## config.mk

```make
export PLATFORM = sky130hd
export DESIGN_NAME = imm_gen_pipe
export DESIGN_NICKNAME = d
export VERILOG_FILES = /design/src/rtl/imm_gen_pipe_pkg.sv /design/src/rtl/imm_gen_pipe_decode.sv /design/src/rtl/imm_gen_pipe.sv
export SDC_FILE = /design/constraint.sdc
export NUM_CORES = 1
export LEC_CHECK = 0
export BUFFER_PORTS_ARGS = -buffer_cell sky130_fd_sc_hd__buf_4
export CAP_MARGIN = 20
export CORE_MARGIN = 3
export CORE_UTILIZATION = 35
export CTS_BUF_LIST = sky130_fd_sc_hd__clkbuf_8
export CTS_CLUSTER_DIAMETER = 50
export DETAILED_ROUTE_END_ITERATION = 6
export GPL_TIMING_DRIVEN = 0
export HOLD_SLACK_MARGIN = 0.08
export PLACE_DENSITY = 0.56
export SYNTH_ARGS = -nofsm -noshare
export SYNTH_HDL_FRONTEND = slang
export SYNTH_SLANG_ARGS = --single-unit
```

## constraint.sdc

```tcl
create_clock -name clk -period 4.15 [get_ports clk]
set_input_delay 0 -clock clk [delete_from_list [all_inputs] [get_ports clk]]
set_output_delay 0 -clock clk [all_outputs]
set_load 0.01 [all_outputs]
```

## src/rtl/imm_gen_pipe_pkg.sv

```systemverilog
// imm_gen_pipe_pkg: shared RISC-V opcode constants and immediate format encodings
package imm_gen_pipe_pkg;
  localparam logic [6:0] OPC_LOAD   = 7'b0000011;
  localparam logic [6:0] OPC_OP_IMM = 7'b0010011;
  localparam logic [6:0] OPC_AUIPC  = 7'b0010111;
  localparam logic [6:0] OPC_STORE  = 7'b0100011;
  localparam logic [6:0] OPC_OP     = 7'b0110011;
  localparam logic [6:0] OPC_LUI    = 7'b0110111;
  localparam logic [6:0] OPC_BRANCH = 7'b1100011;
  localparam logic [6:0] OPC_JALR   = 7'b1100111;
  localparam logic [6:0] OPC_JAL    = 7'b1101111;
  localparam logic [6:0] OPC_SYSTEM = 7'b1110011;
  typedef enum logic [2:0] {
    FMT_NONE  = 3'd0,
    FMT_I     = 3'd1,
    FMT_S     = 3'd2,
    FMT_B     = 3'd3,
    FMT_U     = 3'd4,
    FMT_J     = 3'd5,
    FMT_SHAMT = 3'd6
  } imm_fmt_t;
endpackage

```

## src/rtl/imm_gen_pipe_decode.sv

```systemverilog
// imm_decode: combinational immediate extraction and format classification
module imm_decode
  import imm_gen_pipe_pkg::*;
#(
  parameter int XLEN = 32
) (
  input  logic [31:0]     instruction,
  output logic [XLEN-1:0] imm,
  output logic [2:0]      fmt,
  output logic            illegal
);
  logic [6:0] op;
  logic [31:0] shamt;
  logic [31:0] imm32;
  imm_fmt_t f;
  assign op = instruction[6:0];
  assign shamt = XLEN == 64 ? {26'b0, instruction[25:20]} : {27'b0, instruction[24:20]};
  // classify the opcode, then assemble a 32-bit immediate that is sign-extended to XLEN
  always_comb begin
    f = op == OPC_OP_IMM ? (instruction[13:12] == 2'b01 ? FMT_SHAMT : FMT_I) :
        (op == OPC_LOAD || op == OPC_JALR || op == OPC_SYSTEM) ? FMT_I :
        op == OPC_STORE ? FMT_S :
        op == OPC_BRANCH ? FMT_B :
        (op == OPC_LUI || op == OPC_AUIPC) ? FMT_U :
        op == OPC_JAL ? FMT_J : FMT_NONE;
    imm32 = f == FMT_I ? {{20{instruction[31]}}, instruction[31:20]} :
            f == FMT_SHAMT ? shamt :
            f == FMT_S ? {{20{instruction[31]}}, instruction[31:25], instruction[11:7]} :
            f == FMT_B ? {{20{instruction[31]}}, instruction[7], instruction[30:25], instruction[11:8], 1'b0} :
            f == FMT_U ? {instruction[31:12], 12'b0} :
            f == FMT_J ? {{12{instruction[31]}}, instruction[19:12], instruction[20], instruction[30:21], 1'b0} : '0;
  end
  assign imm = XLEN'(signed'(imm32));
  assign fmt = f;
  assign illegal = f == FMT_NONE && op != OPC_OP;
endmodule

```

## src/rtl/imm_gen_pipe.sv

```systemverilog
// imm_gen_pipe: immediate decoder behind a 2-entry skid buffer with valid/ready handshakes
module imm_gen_pipe
  import imm_gen_pipe_pkg::*;
#(
  parameter int XLEN = 32
) (
  input  logic            clk,
  input  logic            reset,
  input  logic            flush,
  input  logic            in_valid,
  output logic            in_ready,
  input  logic [31:0]     instruction,
  output logic            out_valid,
  input  logic            out_ready,
  output logic [XLEN-1:0] imm_gen_out,
  output logic [2:0]      imm_fmt,
  output logic            imm_illegal
);
  localparam int EW = XLEN + 4;
  logic [XLEN-1:0] dec_imm;
  logic [2:0] dec_fmt;
  logic dec_ill;
  logic [EW-1:0] dec_e, main_q, skid_q;
  logic main_valid, skid_valid, accept;
  imm_decode #(.XLEN(XLEN)) u_decode (
    .instruction(instruction),
    .imm(dec_imm),
    .fmt(dec_fmt),
    .illegal(dec_ill)
  );
  assign dec_e = {dec_ill, dec_fmt, dec_imm};
  assign in_ready = !skid_valid;
  assign accept = in_valid && in_ready;
  assign out_valid = main_valid;
  assign {imm_illegal, imm_fmt, imm_gen_out} = main_valid ? main_q : '0;
  // main refills from skid first to keep FIFO order; skid only catches an accept during a stall
  always_ff @(posedge clk) begin
    if (reset || flush) begin
      main_valid <= 1'b0;
      skid_valid <= 1'b0;
      main_q <= '0;
      skid_q <= '0;
    end else begin
      if (!main_valid || out_ready) begin
        main_valid <= skid_valid || accept;
        main_q <= skid_valid ? skid_q : dec_e;
      end
      if (main_valid && !out_ready && accept) begin
        skid_valid <= 1'b1;
        skid_q <= dec_e;
      end else if (main_valid && out_ready) begin
        skid_valid <= 1'b0;
      end
    end
  end
endmodule
```

==> impl_results.md, run 1 <==
- H-tree levels: 3
- Share of cells above drive strength 1: a little under a quarter
- Hold Crit Start: instruction[13]
- Hold_buf cts: 26
- Die width: roughly 110 µm
- Worst R2R Start: out_valid
- CTS resizes: 0
- Post-Place Worst Slack: around 1.8 ns
- RSZ-0062 raised after global routing: false
- Clk buf depth: 2
- Slew @ Worst Pin: around 0.8 ns
- CP Capture Type: register
- Cell row count: 36
- Startpoint Class: register
- Num CTS Buffers: 9
- ANT nets after route: 0
- Worst Path Arrival: between 2 and 3 ns
- Worst Hold Class: primary input to register
- Slowest stage delay, CP: between 0.5 and 0.6 ns
- Core area: between 10000 and 15000 µm²
- CP startpoint: out_valid
- Initial drt markers: 240
- Register area share after synthesis: about 40%
- Worst path cell trace: nor2b_1 -> and3_1 -> clkbuf_1 -> buf_1 -> a31oi_1 -> dlygate4sd3_1
- Die ar.: ~12000 µm²
- Post-DP Area: 4400 µm²
- Setup TNS Final: 0 ns
- CTS tree: yes
- DRT Wirelength: around 12 mm
- Clk slew on worst S/H paths: ~0.090 ns
- Number of fill cells in the layout: 991
- RD Place Congestion: 0.825
- Final hold vios: 0
- Mapped Cells: about 440
- Worst R2R Path Depth: 6
- Final setup fails: 0
- Slowest cell on crit path: dlygate4sd3_1
- Vias in the first global route: approximately 3700
- Levels on crit path: 6
- Min Tclk post-route: 2.66 ns
- Vias: 3722
- Clock Latency Late Sink: approximately 0.35 ns
- Top_reg_cell synth: dfxtp_1
- Post-synthesis mux area share: 0%
- Fin nets: between 500 and 600
- Area growth syn-to-layout: 31.7%
- Peak supply drop: approximately 230 µV
- Reg area: 1480 µm²
- Tot GR Track Use: 21.1%
- Initial Util: between 30% and 40%
- Initial antenna violation count: 0
- CTS Root Cell: clkbuf_8
- Via density: ~5.4
- Cell internal pwr: roughly 1100 µW
- Post-Synth Adder-Cell Area: 0%
- Slew margin rel.: 46.7%
- Chip Height: approximately 110 µm
- Final worst-path cycle share: approximately 64%
- Final Slew Violations: 0
- WS Path Type: register to register
- Syn Std Cell Area: between 3000 and 4000 µm²
- Compound-Gate Fraction of Synth Area: 34.0%
- Worst Setup EP: skid_q[2]
- Combinational family with the most area after synthesis: compound AO/OA/AOI/OAI gates
- Residual DRC: 0
- Number of flops mapped to enable cells by yosys: 0
- Fmax: around 0.38 GHz
- Post-synthesis async set-or-reset flop share: 0%
- Global-route wire length before repair: between 15 and 20 mm
- Finished Cell Area: 4880 µm²
- Dpl cells: 648
- Worst path required time: approximately 4.4 ns
- Warnings from Yosys: 0
- GRT Residual Overflow: 0
- Sw Ratio: 25.2%
- Clock sink count: 74
- Largest net degree at the start of global routing: 13
- R2r setup slk: around 1.5 ns
- Post-DP HPWL: about 8.7 mm
- Multi-input gate area: slightly above 2000 µm²
- Psw: between 300 and 400 µW
- Crit path max-delay family: buffers and inverters
- #FFs+latches synth: 74
- Reg2reg end: skid_q[2]
- Final Skew: between 0.01 and 0.015 ns
- Outcome: completed
- Synth Area in Simple Gates: roughly a fifth
- CP max FO: 10
- Logic pwr share: between 10% and 20%
- Fin cells: between 600 and 700
- # Post-CTS Setup Buffers: 0
- Io pins: 75
- PwrDens: 305 nW/µm²
- P_leak: about 0.0019 µW
- Reg power frac: 48.5%
- DRT Pass-1 Iters: 5
- Buffers & Inverters on Critical Path: 3
- DR WL/cell: around 17 µm
- Fin worst setup slack: 1.49 ns
- XOR/XNOR share of the synthesized area: 0.237%
- Diodes inserted: 0
- Clk pwr share: around two fifths
- Total power: roughly 1500 µW
- Yosys cell types: 56
- Mapped Nets: 481
- Number of max-cap violations: 0
- PortBufs: 71
- Syn Area/Cell: ~8.3 µm²
-- metrics by stage --
stage,utilization (%),hold slack [ns]
detailed placement,43.8,0.236
CTS,48.6,0.0861
global route,48.6,0.112
global placement,43.8,0.226
floorplan,-,0.100
finish,48.6,0.100
-- tightest hold or removal path, stage by stage --
cell      delay, ns
buf_4          0.11
a21oi_1        0.10
or2_2          0.13
a221oi_2       0.06
-- area by class of cell --
cell class,instances,area share [%]
multi-input cells,329,41.7
clock buffers,12,3.39
inverters,3,0.231
plain buffers,38,3.62
flip-flops and latches,74,30.4
clock inverters,4,1.03
repair buffers,97,16.3
well taps,133,3.41
-- layer usage --
| metal | vias to the layer above | global-route usage, % | wire, µm |
|---|---|---|---|
| met1 | 1756 | 28.2 | 5680 |
| met4 | 0 | 5.41 | 184 |
| met5 | - | 0 | 0 |
| li1 | 1832 | - | - |
| met3 | 16 | 3.85 | 561 |
| met2 | 118 | 35.2 | 5560 |
-- cells in the mapped netlist, drive strengths merged, types with 4 or more instances --
| library cell | instances | share of area (%) |
|---|---|---|
| a211oi | 6 | 1.6 |
| a21o | 10 | 2.0 |
| a21oi | 50 | 7.0 |
| a221oi | 10 | 3.0 |
| a22oi | 7 | 1.4 |
| a311oi | 4 | 0.95 |
| a31oi | 14 | 2.4 |
| a32o | 4 | 1.1 |
| and2 | 40 | 6.8 |
| and3 | 4 | 0.81 |
| buf | 12 | 2.1 |
| clkbuf | 26 | 2.6 |
| dfxtp | 74 | 40 |
| nand2 | 28 | 2.8 |
| nand3 | 5 | 0.68 |
| nor2 | 36 | 3.7 |
| o21a | 4 | 0.81 |
| o21ai | 58 | 7.9 |
| o221a | 4 | 1.2 |
| o2bb2ai | 6 | 1.6 |
| or2 | 6 | 1.0 |
| or3 | 7 | 1.3 |
-- placed cells by master, fill, tap and decap left out, types with 5 or more instances in the layout --
cell type and n:
dfxtp_1 74, buf_4 72, o21ai_0 56, a21oi_1 48
and2_1 39, nor2_1 35, nand2_1 28, clkbuf_1 26
dlygate4sd3_1 26, a31oi_1 14, clkbuf_8 12, a21o_1 10
a22oi_1 7, buf_2 6, or2_2 6, or3_1 6
a221oi_1 6, nand3_1 5, a211oi_1 5, o2bb2ai_1 5
-- state kept, by name, summed over array words and instances (netlist names) --
name and flops:
skid_valid 1, main_q 36, skid_q 36, out_valid 1
-- power groups by stage --
stage | clock network (µW) | logic [µW] | registers, µW
3_5_place_dp | 0 | 144 | 739
2_1_floorplan | 0 | 79.2 | 738
3_3_place_gp | 0 | 143 | 739
6_report | 605 | 162 | 722
5_1_grt | 641 | 178 | 723
4_1_cts | 617 | 161 | 722
-- how the worst min path moves through the flow --
stage / to / slack [ns] / depth (start not counted)
6_report: main_q[13] / 0.10 / 4
3_5_place_dp: skid_valid / 0.24 / 2
3_3_place_gp: skid_valid / 0.23 / 2
5_1_grt: main_q[12] / 0.11 / 4
4_1_cts: main_q[13] / 0.09 / 4
2_1_floorplan: skid_valid / 0.10 / 1
-- kinds of logic after synthesis --
family                    after synthesis
xor gates and xnor gates                1
AOI/OAI and AO/OA                     187
DFF                                    74
buffers and inverters                  41
and+or+nand+nor                       141
(Power assumes the default switching activity.)
==> run 2, diff against run 1 <==
Settings changed: PLACE_DENSITY 0.56 to 0.58.
Clock period 4.15 ns to 2.1 ns, I/O delays scaled along.
==> run 2 against run 1 <==
  * Hold slack lost 0.013 ns
  * Worst setup slack lost 1.3 ns
  * First-iteration DRC count shrank 11%
  * Maximum frequency grew 37%
  * Critical path type unchanged
  * Via count grew 0.73%
  * Clock power grew 90%
  * Die area is the same
  * Design area shrank 1.0%
  * Combinational power grew 98%
  * Critical endpoint is now main_q[10]
  * Power grew 95%
  * Sequential power grew 98%
==> impl_results.md, run 2 (synthesis gave the netlist of run 1 again) <==
- Vias in the first global route: about 3600
- Area growth syn-to-layout: 30.4%
- Clock Latency Late Sink: about 0.36 ns
- Worst path required time: between 2 and 2.5 ns
- Share of cells above drive strength 1: about a quarter
- Most common cell after layout, fill and taps aside: dfxtp_1
- CP max FO: 10
- Cell mode on critical path: clkbuf_1
- Fin cells: ~700
- Tot GR Track Use: roughly a fifth
- Initial drt markers: 213
- Fin worst setup slack: 0.160 ns
- Number of max-cap violations: 0
- Largest net degree at the start of global routing: 14
- Initial Util: around 37%
- CP Capture Type: register
- Chip Height: 109 µm
- Clk slew on worst S/H paths: 0.09 ns
- Reg power frac: 49.3%
- CTS tree: yes
- Worst R2R Path Depth: 5
- Final setup fails: 0
- Num CTS Buffers: 9
- Outcome: completed
- Clock sink count: 74
- Post-Place Worst Slack: -0.236 ns
- Min Tclk post-route: roughly 1.9 ns
- Die width: between 100 and 150 µm
- Slew margin rel.: between 40% and 50%
- Final core occ: between 40% and 50%
- Clk buf depth: 2
- Sw Ratio: 26.1%
- DRT Pass-1 Iters: 5
- Residual DRC: 0
- Final Skew: between 0.01 and 0.015 ns
- Slowest stage delay, CP: between 0.4 and 0.5 ns
- Initial antenna violation count: 0
- Slew @ Worst Pin: a little under 0.8 ns
- Via density: 5.47
- Clk pwr share: roughly two fifths
- Worst Path Arrival: ~2.2 ns
- Most frequent cells in the layout: dfxtp_1 (74), buf_4 (72), o21ai_0 (56), a21oi_1 (48), and2_1 (39)
- GRT Residual Overflow: 0
- Top Registers: main_q: 36 flops, skid_q: 36 flops
- PortBufs: 71
- Logic pwr share: 11.0%
- PwrDens: approximately 600 nW/µm²
- WS Path Type: register to register
- DRT Wirelength: approximately 12 mm
- RSZ-0062 raised after global routing: false
- Vias: ~3700
- Io pins: between 70 and 80
- Core area: about 10000 µm²
- Worst hold slack: ~0.087 ns
- Final hold vios: 0
- Worst Hold Class: primary input to register
- RD Place Congestion: approximately 0.85
- ANT nets after route: 0
- Worst path cell trace: nor2b_1 -> clkbuf_1 -> clkbuf_1 -> a221oi_1 -> nor2_1
- Reg area: approximately 1500 µm²
- Final worst-path cycle share: ~92%
- Number of fill cells in the layout: roughly 1000
- H-tree levels: 3
- WHS Path Cells: 4
- Setup TNS Final: 0 ns
- Slowest cell on crit path: clkbuf_1
- Psw: 756 µW
- P_leak: 0.00190 µW
- Cell internal pwr: roughly 2100 µW
- Final Slew Violations: 0
- Diodes inserted: 0
- Startpoint Class: register
- Multi-input gate area: between 2000 and 2500 µm²
- Die ar.: 11800 µm²
- Fin nets: a little under 600
- Peak supply drop: about 360 µV
- Global-route wire length before repair: roughly 19 mm
- Fmax: 0.515 GHz
- DR WL/cell: around 18 µm
- # Post-CTS Setup Buffers: 0
- Dpl cells: 648
- Cell row count: 36
- CTS Root Cell: clkbuf_8
- Post-DP HPWL: 8.70 mm
==> run 2: cell types whose count changed in the layout (fill, tap and decap cells not counted), moves of 2 or more <==
cell           previous run  this run
buf_1                     2         0
clkbuf_1                 26        21
clkbuf_2                  0         6
clkbuf_8                 12        10
clkinv_2                  0         2
dlygate4sd3_1            26        21
==> run 2: timing repair <==
action | 4_1_cts | 5_1_grt
cloned | 0 | 0
endpoints found under the hold margin | 38 | 0
hold buffers | 21 | 0
pin swaps | 0 | 0
resized for setup | 3 | 10
setup endpoints to repair | 13 | 47
==> run 2: final cells by class <==
class / instances / share of cell area [%]
Multi-Input combinational cell: 329 / 42.2
Tap cell: 133 / 3.45
Sequential cell: 74 / 30.7
Inverter: 3 / 0.233
Clock buffer: 10 / 2.85
Clock inverter: 6 / 1.35
Buffer: 38 / 3.84
Timing Repair Buffer: 92 / 15.4
==> run 2: routing by layer <==
| layer | wire (µm) | share of wire, % | GRT usage, % | up-vias |
|---|---|---|---|---|
| met4 | 238 | 2.0 | 5.86 | 0 |
| met2 | 5660 | 47 | 33.8 | 138 |
| met3 | 853 | 7.1 | 5.27 | 28 |
| met1 | 5290 | 44 | 27.4 | 1767 |
| li1 | - | - | - | 1816 |
| met5 | 0 | 0 | 0 | - |
==> run 2: path summary, 6_finish.rpt <==
path	slack (ns)	end	startpoint
setup reg to reg	0.16	main_q[10]	out_valid
setup / recovery	0.16	main_q[10]	out_valid
hold / removal	0.09	main_q[18]	instruction[18]
hold reg to reg	0.45	main_q[11]	main_q[11]
==> run 2: power groups by stage <==
stage,clock [µW],sequential (µW),combinational [µW]
after global routing,1230,1430,348
after CTS,1180,1430,317
after global placement,0,1460,281
final,1150,1430,320
after detailed placement,0,1460,284
after floorplan,0,1460,156
==> run 2: critical path, delay by kind of cell, from the launching register on <==
| family | cells | cell delay [ns] |
|---|---|---|
| AOI/OAI and AO/OA | 1 | 0.11 |
| DFF | 1 | 0.41 |
| buffers and inverters | 2 | 0.87 |
| and+or+nand+nor | 2 | 0.48 |
==> run 2: through the flow <==
| step | power, µW | instance area [µm²] |
|---|---|---|
| after floorplan | 1610 | 3700 |
| after global placement | 1740 | 4400 |
| after detailed placement | 1740 | 4400 |
| after CTS | 2920 | 4820 |
| after global routing | 3010 | 4830 |
| final | 2900 | 4830 |
==> run 3, diff against run 2 <==
Settings changed: PLACE_DENSITY 0.58 to 0.57, SLEW_MARGIN from default to 20, SYNTH_HIERARCHICAL from default to 1.
==> run 3 against run 2 <==
  * Clock power is essentially flat
  * Die area grew 24%
  * Synthesized area grew 26%
  * Synthesized cell count grew 7.2%
  * Critical path depth shrank 1
  * Clock skew grew 0.0030 ns
==> impl_results.md, run 3 <==
- DRT Wirelength: about 13 mm
- Fmax: 0.556 GHz
- Clk pwr share: 39.7%
- Final Slew Violations: 0
- Mapped Cells: about 480
- Cell row count: 41
- Top cells by count, synth: nor3b_1 (110), dfxtp_1 (74), mux2i_1 (38)
- Slew @ Worst Pin: approximately 0.76 ns
- Post-synthesis async set-or-reset flop share: 0%
- Tot GR Track Use: about 18%
- H-tree levels: 3
- Peak supply drop: approximately 230 µV
- P_leak: 0.00209 µW
- DRT Pass-1 Iters: 4
- Clk slew on worst S/H paths: ~0.09 ns
- Slew margin rel.: between 40% and 50%
- Largest net degree at the start of global routing: 14
- Clock sink count: 74
- Mapped Nets: roughly 510
- Startpoint Class: register
- Clk buf depth: 2
- Worst path required time: 2.10 ns
- Diodes inserted: 0
- Setup TNS Final: 0 ns
- Yosys cell types: 48
- CP max FO: 10
- Min Tclk post-route: 1.80 ns
- Most frequent cells in the layout: nor3b_1 (110), buf_4 (74), dfxtp_1 (74), mux2i_1 (38), and2_1 (37)
- Chip Height: approximately 120 µm
- RSZ-0062 raised after global routing: false
- #FFs+latches synth: 74
- Number of flops mapped to enable cells by yosys: 0
- Final hold vios: 0
- Global-route wire length before repair: between 20 and 25 mm
- CTS Root Cell: clkbuf_8
- Final Skew: between 0.01 and 0.015 ns
- Residual DRC: 0
- Num CTS Buffers: 9
- Io pins: 75
- Area growth syn-to-layout: 20.8%
- Syn Area/Cell: around 9.8 µm²
- Largest cells by area after synthesis: dfxtp_1 (32%), nor3b_1 (18%), mux2_4 (9.4%)
- Top Registers: main_q: 36 flops, skid_q: 36 flops
- ANT nets after route: 0
- Post-synth top area share: 31.9%
- Total power: around 2900 µW
- Syn Std Cell Area: between 4000 and 5000 µm²
- Most common cell after layout, fill and taps aside: nor3b_1
- Sw Ratio: ~27%
- CTS tree: yes
- Share of cells above drive strength 1: ~28%
- Post-DP HPWL: around 9.8 mm
- Die width: roughly 120 µm
- Psw: ~810 µW
- Worst Path Arrival: between 1.5 and 2 ns
- Logic pwr share: a little under an eighth
- Reg power frac: 48.3%
- Register area share after synthesis: a little under a third
- Initial Util: about 36%
- Outcome: completed
- Top_reg_cell synth: dfxtp_1
- DR WL/cell: ~17 µm
- Cell internal pwr: ~2100 µW
- Die ar.: between 10000 and 15000 µm²
- Number of max-cap violations: 0
- Final setup fails: 0
- Warnings from Yosys: 6
- PortBufs: just over 70
- Initial drt markers: between 200 and 300
- Vias in the first global route: 3997
- Top-count cell post-synth: nor3b_1
- Synth area leader: dfxtp_1
- PwrDens: 525 nW/µm²
- Vias: between 3000 and 4000
- Via density: ~5.2
- Initial antenna violation count: 0
- Fin nets: about 600
- Number of fill cells in the layout: between 1000 and 1500
- Final worst-path cycle share: 85.7%
- WS Path Type: register to primary output
- Clock Latency Late Sink: roughly 0.36 ns
- CP Capture Type: primary output
- Core area: approximately 13000 µm²
- RD Place Congestion: around 0.84
- GRT Residual Overflow: 0
- Worst Hold Class: primary input to register
## run 3: changes by cell type after synthesis, sizes merged, moves of 10 or more
| cell | delta |
|---|---|
| nor3b | +109 |
| o21ai | -55 |
| a21oi | -45 |
| mux2i | +38 |
| mux2 | +36 |
| a211oi | +31 |
| nor2 | -30 |
| buf | +16 |
| nand2 | -15 |
| a31oi | -14 |
| a221oi | -10 |
## run 3: final timing paths
kind	startpoint	to	slack, ns	cells past startpoint
min reg2reg	skid_q[22]	main_q[22]	0.57	2
max reg2reg	out_valid	skid_valid	0.51	4
min	instruction[18]	main_q[18]	0.16	4
max	out_valid	imm_gen_out[23]	0.30	4
## run 3: final cells by class
cell class	instances	area (µm²)	share of cell area, %
Buffer	51	295	5.25
Clock buffer	10	138	2.45
Clock inverter	6	63.8	1.14
Inverter	4	15.0	0.267
Multi-Input combinational cell	347	2860	50.9
Sequential cell	74	1480	26.4
Tap cell	172	215	3.83
Timing Repair Buffer	73	551	9.80
## run 3: power groups by stage
stage	clock [µW]	sequential (µW)	combinational (µW)
final	1170	1420	354
after global routing	1260	1430	386
after CTS	1200	1420	353
after detailed placement	0	1460	350
after global placement	0	1460	349
after floorplan	0	1460	205
## run 3: what timing repair did
| item | 4_1_cts | 5_1_grt |
|---|---|---|
| buffers inserted | 0 | 0 |
| endpoints found under the hold margin | 1 | 0 |
| hold buffers | 1 | 0 |
| gates resized for setup | 0 | 3 |
| endpoints found under the setup margin | 0 | 6 |
## run 3: metal layers
| metal | track usage, % | wire, µm | part of all wire, % | vias up |
|---|---|---|---|---|
| met2 | 29.3 | 5840 | 45 | 100 |
| li1 | - | - | - | 1910 |
| met4 | 4.90 | 161 | 1.3 | 0 |
| met1 | 24.7 | 6180 | 48 | 1829 |
| met3 | 3.73 | 686 | 5.3 | 13 |
| met5 | 0 | 0 | 0 | - |
## run 3: logic make-up after synthesis
| logic type | synth area share (%) |
|---|---|
| compound gates | 13.9 |
| xor+xnor | 0.188 |
| buf+inv | 6.64 |
| flops | 31.9 |
| mux | 19.2 |
| simple gates | 28.2 |
## run 3: worst max-delay path, stage by stage (launching register included)
cell and delay, ns:
dfxtp_1 0.38, clkbuf_2 0.28, buf_1 0.43, and2_1 0.22, buf_4 0.12
## run 3: stage by stage
stage	util (%)	hold WS, ns	instances	area, µm²	worst slack (ns)
finish	43.8	0.160	737	5620	0.300
global route	43.8	0.180	737	5620	0.156
CTS	43.8	0.145	737	5620	0.0429
detailed placement	42.2	0.278	720	5410	0.0394
global placement	42.2	0.277	720	5410	0.0738
floorplan	-	0.167	476	4650	0.437
